`config.mk`:
```
export PLATFORM = sky130hd
export DESIGN_NAME = stopwatch_ctrl
export DESIGN_NICKNAME = d
export VERILOG_FILES = /design/src/rtl/stopwatch_pkg.sv /design/src/rtl/button_debounce.sv /design/src/rtl/stopwatch_ctrl.sv
export SDC_FILE = /design/constraint.sdc
export NUM_CORES = 1
export LEC_CHECK = 0
export CELL_PAD_IN_SITES_DETAIL_PLACEMENT = 2
export CELL_PAD_IN_SITES_GLOBAL_PLACEMENT = 2
export CORE_MARGIN = 5
export CORE_UTILIZATION = 38
export CTS_CLUSTER_SIZE = 28
export DETAILED_ROUTE_END_ITERATION = 8
export PLACE_DENSITY_LB_ADDON = 0.1
export SLEW_MARGIN = 20
export SYNTH_ARGS = -nofsm -noshare
export SYNTH_HDL_FRONTEND = slang
export SYNTH_SLANG_ARGS = --single-unit
```
`constraint.sdc`:
```
create_clock -name clk -period 2.1 [get_ports clk]
set_input_delay 0.63 -clock clk [delete_from_list [all_inputs] [get_ports clk]]
set_output_delay 0.63 -clock clk [all_outputs]
set_load 0.1 [all_outputs]
```
`src/rtl/stopwatch_pkg.sv`:
```
// Shared definitions for the stopwatch control path and display top:
// FSM state encoding and the default button debounce time.
package stopwatch_pkg;

  typedef enum logic [1:0] {
    ST_IDLE    = 2'd0,
    ST_RUNNING = 2'd1,
    ST_PAUSED  = 2'd2,
    ST_LAP     = 2'd3
  } sw_state_e;

  localparam int DEBOUNCE_MS_DEFAULT = 20;

endpackage

```
`src/rtl/button_debounce.sv`:
```
// Synchronizes a raw pushbutton, accepts a new level after DEBOUNCE_MS stable
// ms ticks, and emits a one-clk press pulse one clk after each accepted rising edge.
module button_debounce
  import stopwatch_pkg::*;
#(
  parameter int DEBOUNCE_MS = DEBOUNCE_MS_DEFAULT
) (
  input  logic clk,
  input  logic rst,
  input  logic ms_tick,
  input  logic btn_raw,
  output logic press
);

  localparam logic [7:0] CNT_LAST = 8'(DEBOUNCE_MS - 1);

  logic       sync1_q, sync1_d;
  logic       sync2_q, sync2_d;
  logic       deb_q, deb_d;
  logic       deb_dly_q, deb_dly_d;
  logic       press_q, press_d;
  logic [7:0] cnt_q, cnt_d;

  always_comb begin
    sync1_d   = btn_raw;
    sync2_d   = sync1_q;
    deb_d     = deb_q;
    cnt_d     = cnt_q;
    deb_dly_d = deb_q;
    // Any sample that agrees with the accepted level restarts the stability window.
    if (sync2_q == deb_q) begin
      cnt_d = '0;
    end else if (ms_tick) begin
      if (cnt_q == CNT_LAST) begin
        deb_d = sync2_q;
        cnt_d = '0;
      end else begin
        cnt_d = cnt_q + 8'd1;
      end
    end
    press_d = deb_q & ~deb_dly_q;
  end

  always_ff @(posedge clk or posedge rst) begin
    if (rst) begin
      sync1_q   <= 1'b0;
      sync2_q   <= 1'b0;
      deb_q     <= 1'b0;
      deb_dly_q <= 1'b0;
      press_q   <= 1'b0;
      cnt_q     <= '0;
    end else begin
      sync1_q   <= sync1_d;
      sync2_q   <= sync2_d;
      deb_q     <= deb_d;
      deb_dly_q <= deb_dly_d;
      press_q   <= press_d;
      cnt_q     <= cnt_d;
    end
  end

  assign press = press_q;

endmodule

```
`src/rtl/stopwatch_ctrl.sv`:
```
// Stopwatch control sequencer: debounced start/stop and lap/reset buttons drive
// an IDLE/RUNNING/PAUSED/LAP FSM producing count enable, clear pulse and display freeze.
module stopwatch_ctrl
  import stopwatch_pkg::*;
#(
  parameter int DEBOUNCE_MS = DEBOUNCE_MS_DEFAULT
) (
  input  logic       clk,
  input  logic       rst,
  input  logic       ms_tick,
  input  logic       btn_start_stop,
  input  logic       btn_lap_reset,
  output logic       run_en,
  output logic       clr,
  output logic       freeze,
  output logic [1:0] state
);

  logic      ss_press, lr_press;
  sw_state_e state_q, state_d;
  logic      clr_q, clr_d;

  button_debounce #(.DEBOUNCE_MS(DEBOUNCE_MS)) u_deb_ss (
    .clk     (clk),
    .rst     (rst),
    .ms_tick (ms_tick),
    .btn_raw (btn_start_stop),
    .press   (ss_press)
  );

  button_debounce #(.DEBOUNCE_MS(DEBOUNCE_MS)) u_deb_lr (
    .clk     (clk),
    .rst     (rst),
    .ms_tick (ms_tick),
    .btn_raw (btn_lap_reset),
    .press   (lr_press)
  );

  // start/stop takes priority; a coincident lap/reset press is dropped.
  always_comb begin
    state_d = state_q;
    clr_d   = 1'b0;
    unique case (state_q)
      ST_IDLE: begin
        if (ss_press) state_d = ST_RUNNING;
      end
      ST_RUNNING: begin
        if (ss_press)      state_d = ST_PAUSED;
        else if (lr_press) state_d = ST_LAP;
      end
      ST_LAP: begin
        if (ss_press)      state_d = ST_PAUSED;
        else if (lr_press) state_d = ST_RUNNING;
      end
      ST_PAUSED: begin
        if (ss_press) begin
          state_d = ST_RUNNING;
        end else if (lr_press) begin
          state_d = ST_IDLE;
          clr_d   = 1'b1;
        end
      end
      default: state_d = ST_IDLE;
    endcase
  end

  always_ff @(posedge clk or posedge rst) begin
    if (rst) begin
      state_q <= ST_IDLE;
      clr_q   <= 1'b0;
    end else begin
      state_q <= state_d;
      clr_q   <= clr_d;
    end
  end

  assign run_en = (state_q == ST_RUNNING) || (state_q == ST_LAP);
  assign freeze = (state_q == ST_LAP);
  assign clr    = clr_q;
  assign state  = state_q;

endmodule
```
### Word level (Yosys, flattened, before mapping)

Cells that the tools add are included.

| cells by class | value |
|---|---|
| $lt $le $gt $ge | 0 |
| multipliers | 0 |
| shift-type cells | 0 |
| add/sub/neg operators | 2 |
| bitwise gates (word level) | 6 |
| eq/ne operators | 11 |
| divide/modulo/power cells | 0 |
| mux-type cells | 17 |
| reductions and logical operators | 7 |

Operators with widths:

| operator | count |
|---|---|
| 8-bit two-way mux | 6 |
| 8-bit by 1-bit adder with 8-bit output, second input constant | 2 |
| 8-bit by 5-bit equality test with 1-bit output, second input constant | 2 |
| 2-bit two-way mux | 7 |
| 3-bit by 1-bit inequality test with 1-bit output, second input constant | 3 |
| 2-bit case mux with 4 select lines | 1 |
| 3-bit AND reduction | 2 |
| 2-bit equality test, second input constant | 2 |
| 1-bit NOT | 4 |
| 4-bit AND reduction | 1 |
| 2-bit nonzero test | 2 |
| 1-bit two-way mux | 3 |
| 1-bit AND | 2 |
| 1-bit equality test | 2 |
| 2-bit by 1-bit equality test with 1-bit output, second input constant | 1 |
| 2-bit logical NOT | 1 |
| 2-bit by 1-bit inequality test with 1-bit output, second input constant | 1 |
| 1-bit logical OR | 1 |

| storage, ports and cells | value |
|---|---|
| bits in read-only memories | 0 |
| input port bits | 5 |
| register bits | 29 |
| output and inout port bits | 5 |
| memories | 0 |
| bits in writable memories | 0 |
| word-level logic and storage cells | 57 |
| latch bits | 0 |

### Logic depth before layout (Yosys ltp)

| logic depth | value |
|---|---|
| depth after elaboration | 4 |
| depth in mapped cells | 6 |
| depth with buffers taken out | 5 |

### Cells and area by module

From an unflattened synthesis, not the netlist that was laid out.

| second synthesis, totals | value |
|---|---|
| cells, all modules | 119 |
| area, all modules | 1375.1 sq um |

By module, submodules not included:

| module | cells an instance | instances | sequential area each (sq um) | area an instance (sq um) |
|---|---|---|---|---|
| button_debounce at u_deb_lr | 54 | 1 | 325.3 | 618.1 |
| button_debounce at u_deb_ss | 53 | 1 | 325.3 | 616.8 |
| stopwatch_ctrl | 12 | 1 | 75.1 | 140.1 |

### Least setup slack after synthesis

Ideal clock, no wire load.

| timing | value |
|---|---|
| path kind | register -> output |
| from | reg state_q[0] (netlist: state[0]) |
| to | out run_en |
| path buffers | 1 |
| cell stages (with the launch flop) | 2 |
| slack | -410 ps |
| arrival time | 1880 ps |
| required time | 1470 ps |
| cell sequence | dfrtp_1 -> clkbuf_1 |

| between the ends | value |
|---|---|
| word-level cells in the longest chain between the ends | 2 |
| elaborated cells between the ends (all ways) | 3 |
| classes of those cells | eq/ne: 2; reduce/logical: 1 |

RTL lines:

| what | line | RTL |
|---|---|---|
| from (decl) | stopwatch_ctrl.sv:20 | `sw_state_e state_q, state_d;` |
| from (signal assigned) | stopwatch_ctrl.sv:72 | `state_q <= state_d;` |
| 2-bit by 1-bit equality test with 1-bit output or 2-bit equality test (tied branches) | stopwatch_ctrl.sv:77 | `assign run_en = (state_q == ST_RUNNING) \|\| (state_q == ST_LAP);` |
| 1-bit logical OR (*) | stopwatch_ctrl.sv:77 |  |
| to (decl) | stopwatch_ctrl.sv:13 | `output logic run_en,` |

Mark *: on every way between the ends. The rest lies on a longest branch, timed or not.

### Final worst setup path

| timing | value |
|---|---|
| from | reg state_q[0] (netlist: state[0]) |
| to | out freeze |

| between the ends | value |
|---|---|
| word-level cells in the longest chain between the ends | 1 |

RTL lines:

| what | line | RTL |
|---|---|---|
| 2-bit equality test | stopwatch_ctrl.sv:78 | `assign freeze = (state_q == ST_LAP);` |
| to (decl) | stopwatch_ctrl.sv:15 | `output logic freeze,` |

No other way between the ends.

==> impl_metrics.toml <==
[yosys]
ys_async_sr_fraction = 1.000
synth_top_area_cell = "dfrtp_1"
synth_edf_count = 0
synth_most_common_cell = "dfrtp_1"
synth.top_cell.area_share = 0.5482
ys_types = 34
syn_inst = 115
netlist_area_sq_um = 1324
avgSynthCellArea_sq_um = 11.51
ys_ff_latch = 29
synth-main-ff-cell = "dfrtp_1"
synthTopCellsByCount = "dfrtp_1 (29), nor2_1 (11), nand2_1 (7), xor2_1 (7), nand3_1 (5)"
yosys_warnings = 0
syn-num-nets = 124
ys_seq_area_frac = 0.5482
synthTopCellsByArea = "dfrtp_1 (55%), xor2_1 (4.6%), ha_1 (3.8%)"

[finish]
drive_gt1_frac = 0.2090
n_antenna_cell = 0
final_area_sq_um = 1614
area_delta_synth_final_pct = 21.93
fill_cells = 367
fin_nets = 142

[worst_hold_path]
hold_depth = 0
worstHoldPathType = "flop to flop"

[timing]
finClkSkew_ps = 5.792
worst-slew-pin-transition_ps = 372.8
final_max_slew_viol_count = 0
max_slew_margin = 0.7515
rsz0062_at_grt = "no"
fin_ws_ps = 269.0
min_period_over_period = 0.8719
fmax_ghz = 0.5461
setup-tns-final_ps = 0
setup_viol = 0
post-route-min-period_ps = 1831
hold_viol_final = 0

[routing]
wl_microns = 2725
ant_nets = 0
dr.pass1.iters = 2
wire_per_inst_microns = 15.14
via_per_inst = 5.256
drt_iter0_markers = 44
vias = 946
drc = 0

[global_routing]
grt_max_degree = 30
grt_pass1_vias = 1032
globalRoute.totalOverflow = 0
grt_pass1_wl_microns = 4685
antenna_found_initial = 0
grtUsageTotal = 0.1251

[power_and_ir_drop]
p_leak_nw = 0.7451
power.density_nw_per_um2 = 640.4
vdd_drop_max_uv = 327.7

[worst_setup_path]
reg2reg_depth = 6
crit_start = "state[0]"
path_cells = "and2_2 > buf_12"
cp_data_required_time_ps = 1470
start_kind = "flop"
cp-end-kind = "output pin"
critical_path_class = "flop to output pin"
cp-endpoint = "freeze"
rrSetupSlack_ps = 360
cpPeakStageDelay_ps = 480
worstPathArrival_ps = 1200
crit_fanout = 6
cp_top_family = "flip-flops"
critPathBufInv = 1
r2r_start = "u_deb_ss.cnt_q[0]"
r2r-end = "u_deb_ss.cnt_q[7]"
path_depth = 2
critPathSlowestCell = "dfrtp_2"

[placement]
dp_slack_ps = -8.452
hpwl_microns = 2018
gp_congestion = 0.7485
port_buffers = 9
dpl_cell_area_sq_um = 1544

[status]
status = "complete, no violations"

[die]
coreArea_sq_um = 3363
pin_count = 10
start_util = 0.3936
die_h_microns = 69.02
row_count = 21
die_area_sq_um = 4764
fp.dieW_microns = 69.02

[clock_tree]
cts_tree = "built"
insertion_delay_ps = 320
clk_pin_slew_ps = 90
postCtsSetupRepairBufs = 0
cts_root_buffer = "clkbuf_4"
cts_hold_buf = 0
cts_buffers = 5
cts-htree-levels = 2
cts.path.max_buffers = 2
cts_sinks = 29
cts_resized = 0

[job]
maxCapViolations = 0
cell type report:
class / count / area (sq um) / area share
Tap cell: 46 / 57.56 / 0.03566
Timing Repair Buffer: 14 / 177.7 / 0.1101
Multi-Input combinational cell: 80 / 569.3 / 0.3527
Clock inverter: 1 / 5.005 / 0.003101
Inverter: 3 / 11.26 / 0.006977
Sequential cell: 29 / 728.2 / 0.4512
Clock buffer: 7 / 65.06 / 0.04031
where the power goes:
group	switching (mW)	internal (mW)
clock	0.190	0.194
combinational	0.0386	0.0294
sequential	0.0128	0.569
flip-flops by register name (all words and copies together) (netlist names):
signal and cells:
u_deb_lr.cnt_q 8, u_deb_ss.cnt_q 8, state 2, clr 1
u_deb_lr.deb_dly_d 1, u_deb_lr.deb_dly_q 1, u_deb_lr.press 1, u_deb_lr.sync1_q 1
u_deb_lr.sync2_q 1, u_deb_ss.deb_dly_d 1, u_deb_ss.deb_dly_q 1, u_deb_ss.press 1
u_deb_ss.sync1_q 1, u_deb_ss.sync2_q 1
layer usage:
| metal | global-route usage | up-vias | part of all wire |
|---|---|---|---|
| met5 | 0 | - | 0 |
| met3 | 0.03779 | 6 | 0.026 |
| met4 | 0.07809 | 0 | 0.027 |
| li1 | - | 445 | - |
| met2 | 0.2119 | 13 | 0.51 |
| met1 | 0.1352 | 482 | 0.43 |
how the worst min path moves through the flow:
stage / from / endpoint
5_1_grt: u_deb_lr.sync1_q / u_deb_lr.sync2_q
6_report: u_deb_lr.sync1_q / u_deb_lr.sync2_q
4_1_cts: u_deb_lr.sync1_q / u_deb_lr.sync2_q
3_3_place_gp: u_deb_lr.sync1_q / u_deb_lr.sync2_q
3_5_place_dp: u_deb_lr.sync1_q / u_deb_lr.sync2_q
2_1_floorplan: u_deb_lr.sync1_q / u_deb_lr.sync2_q
kinds of logic after synthesis:
kind of cell,Yosys count,share of synthesized area
AOI/OAI and AO/OA,19,0.1059
xor gates and xnor gates,11,0.07278
adders and majority gates,4,0.03781
buffers and inverters,6,0.02268
DFF,29,0.5482
muxes,5,0.04064
and+or+nand+nor,41,0.1720
worst reg2reg max path, cell delays in order (launching register included):
cell	delay, ps
dfrtp_1	450
ha_1	250
nor4b_2	180
a311oi_2	240
buf_4	220
a41oi_1	140
a31oi_1	180
per-stage QoR:
stage	power (mW)	utilization	hold WS [ps]	cells
detailed placement	0.6632	0.4591	342.8	172
floorplan	0.6337	-	331.2	115
CTS	1.057	0.4799	360.3	180
global route	1.097	0.4799	379.3	180
finish	1.034	0.4799	356.2	180
global placement	0.6589	0.4591	333.0	172
cells in the final DEF, fill, tap and decap left out, drive strengths merged, types with 4 or more instances in the layout:
master | netlist | layout
a31oi | 4 | 4
buf | 2 | 10
clkbuf | 1 | 7
clkdlybuf4s50 | 0 | 4
dfrtp | 29 | 29
ha | 4 | 4
nand2 | 7 | 7
nand3 | 5 | 5
nor2 | 11 | 11
o21ai | 4 | 4
xnor2 | 4 | 4
xor2 | 7 | 7
No activity file was read; power rests on OpenSTA's default activity.
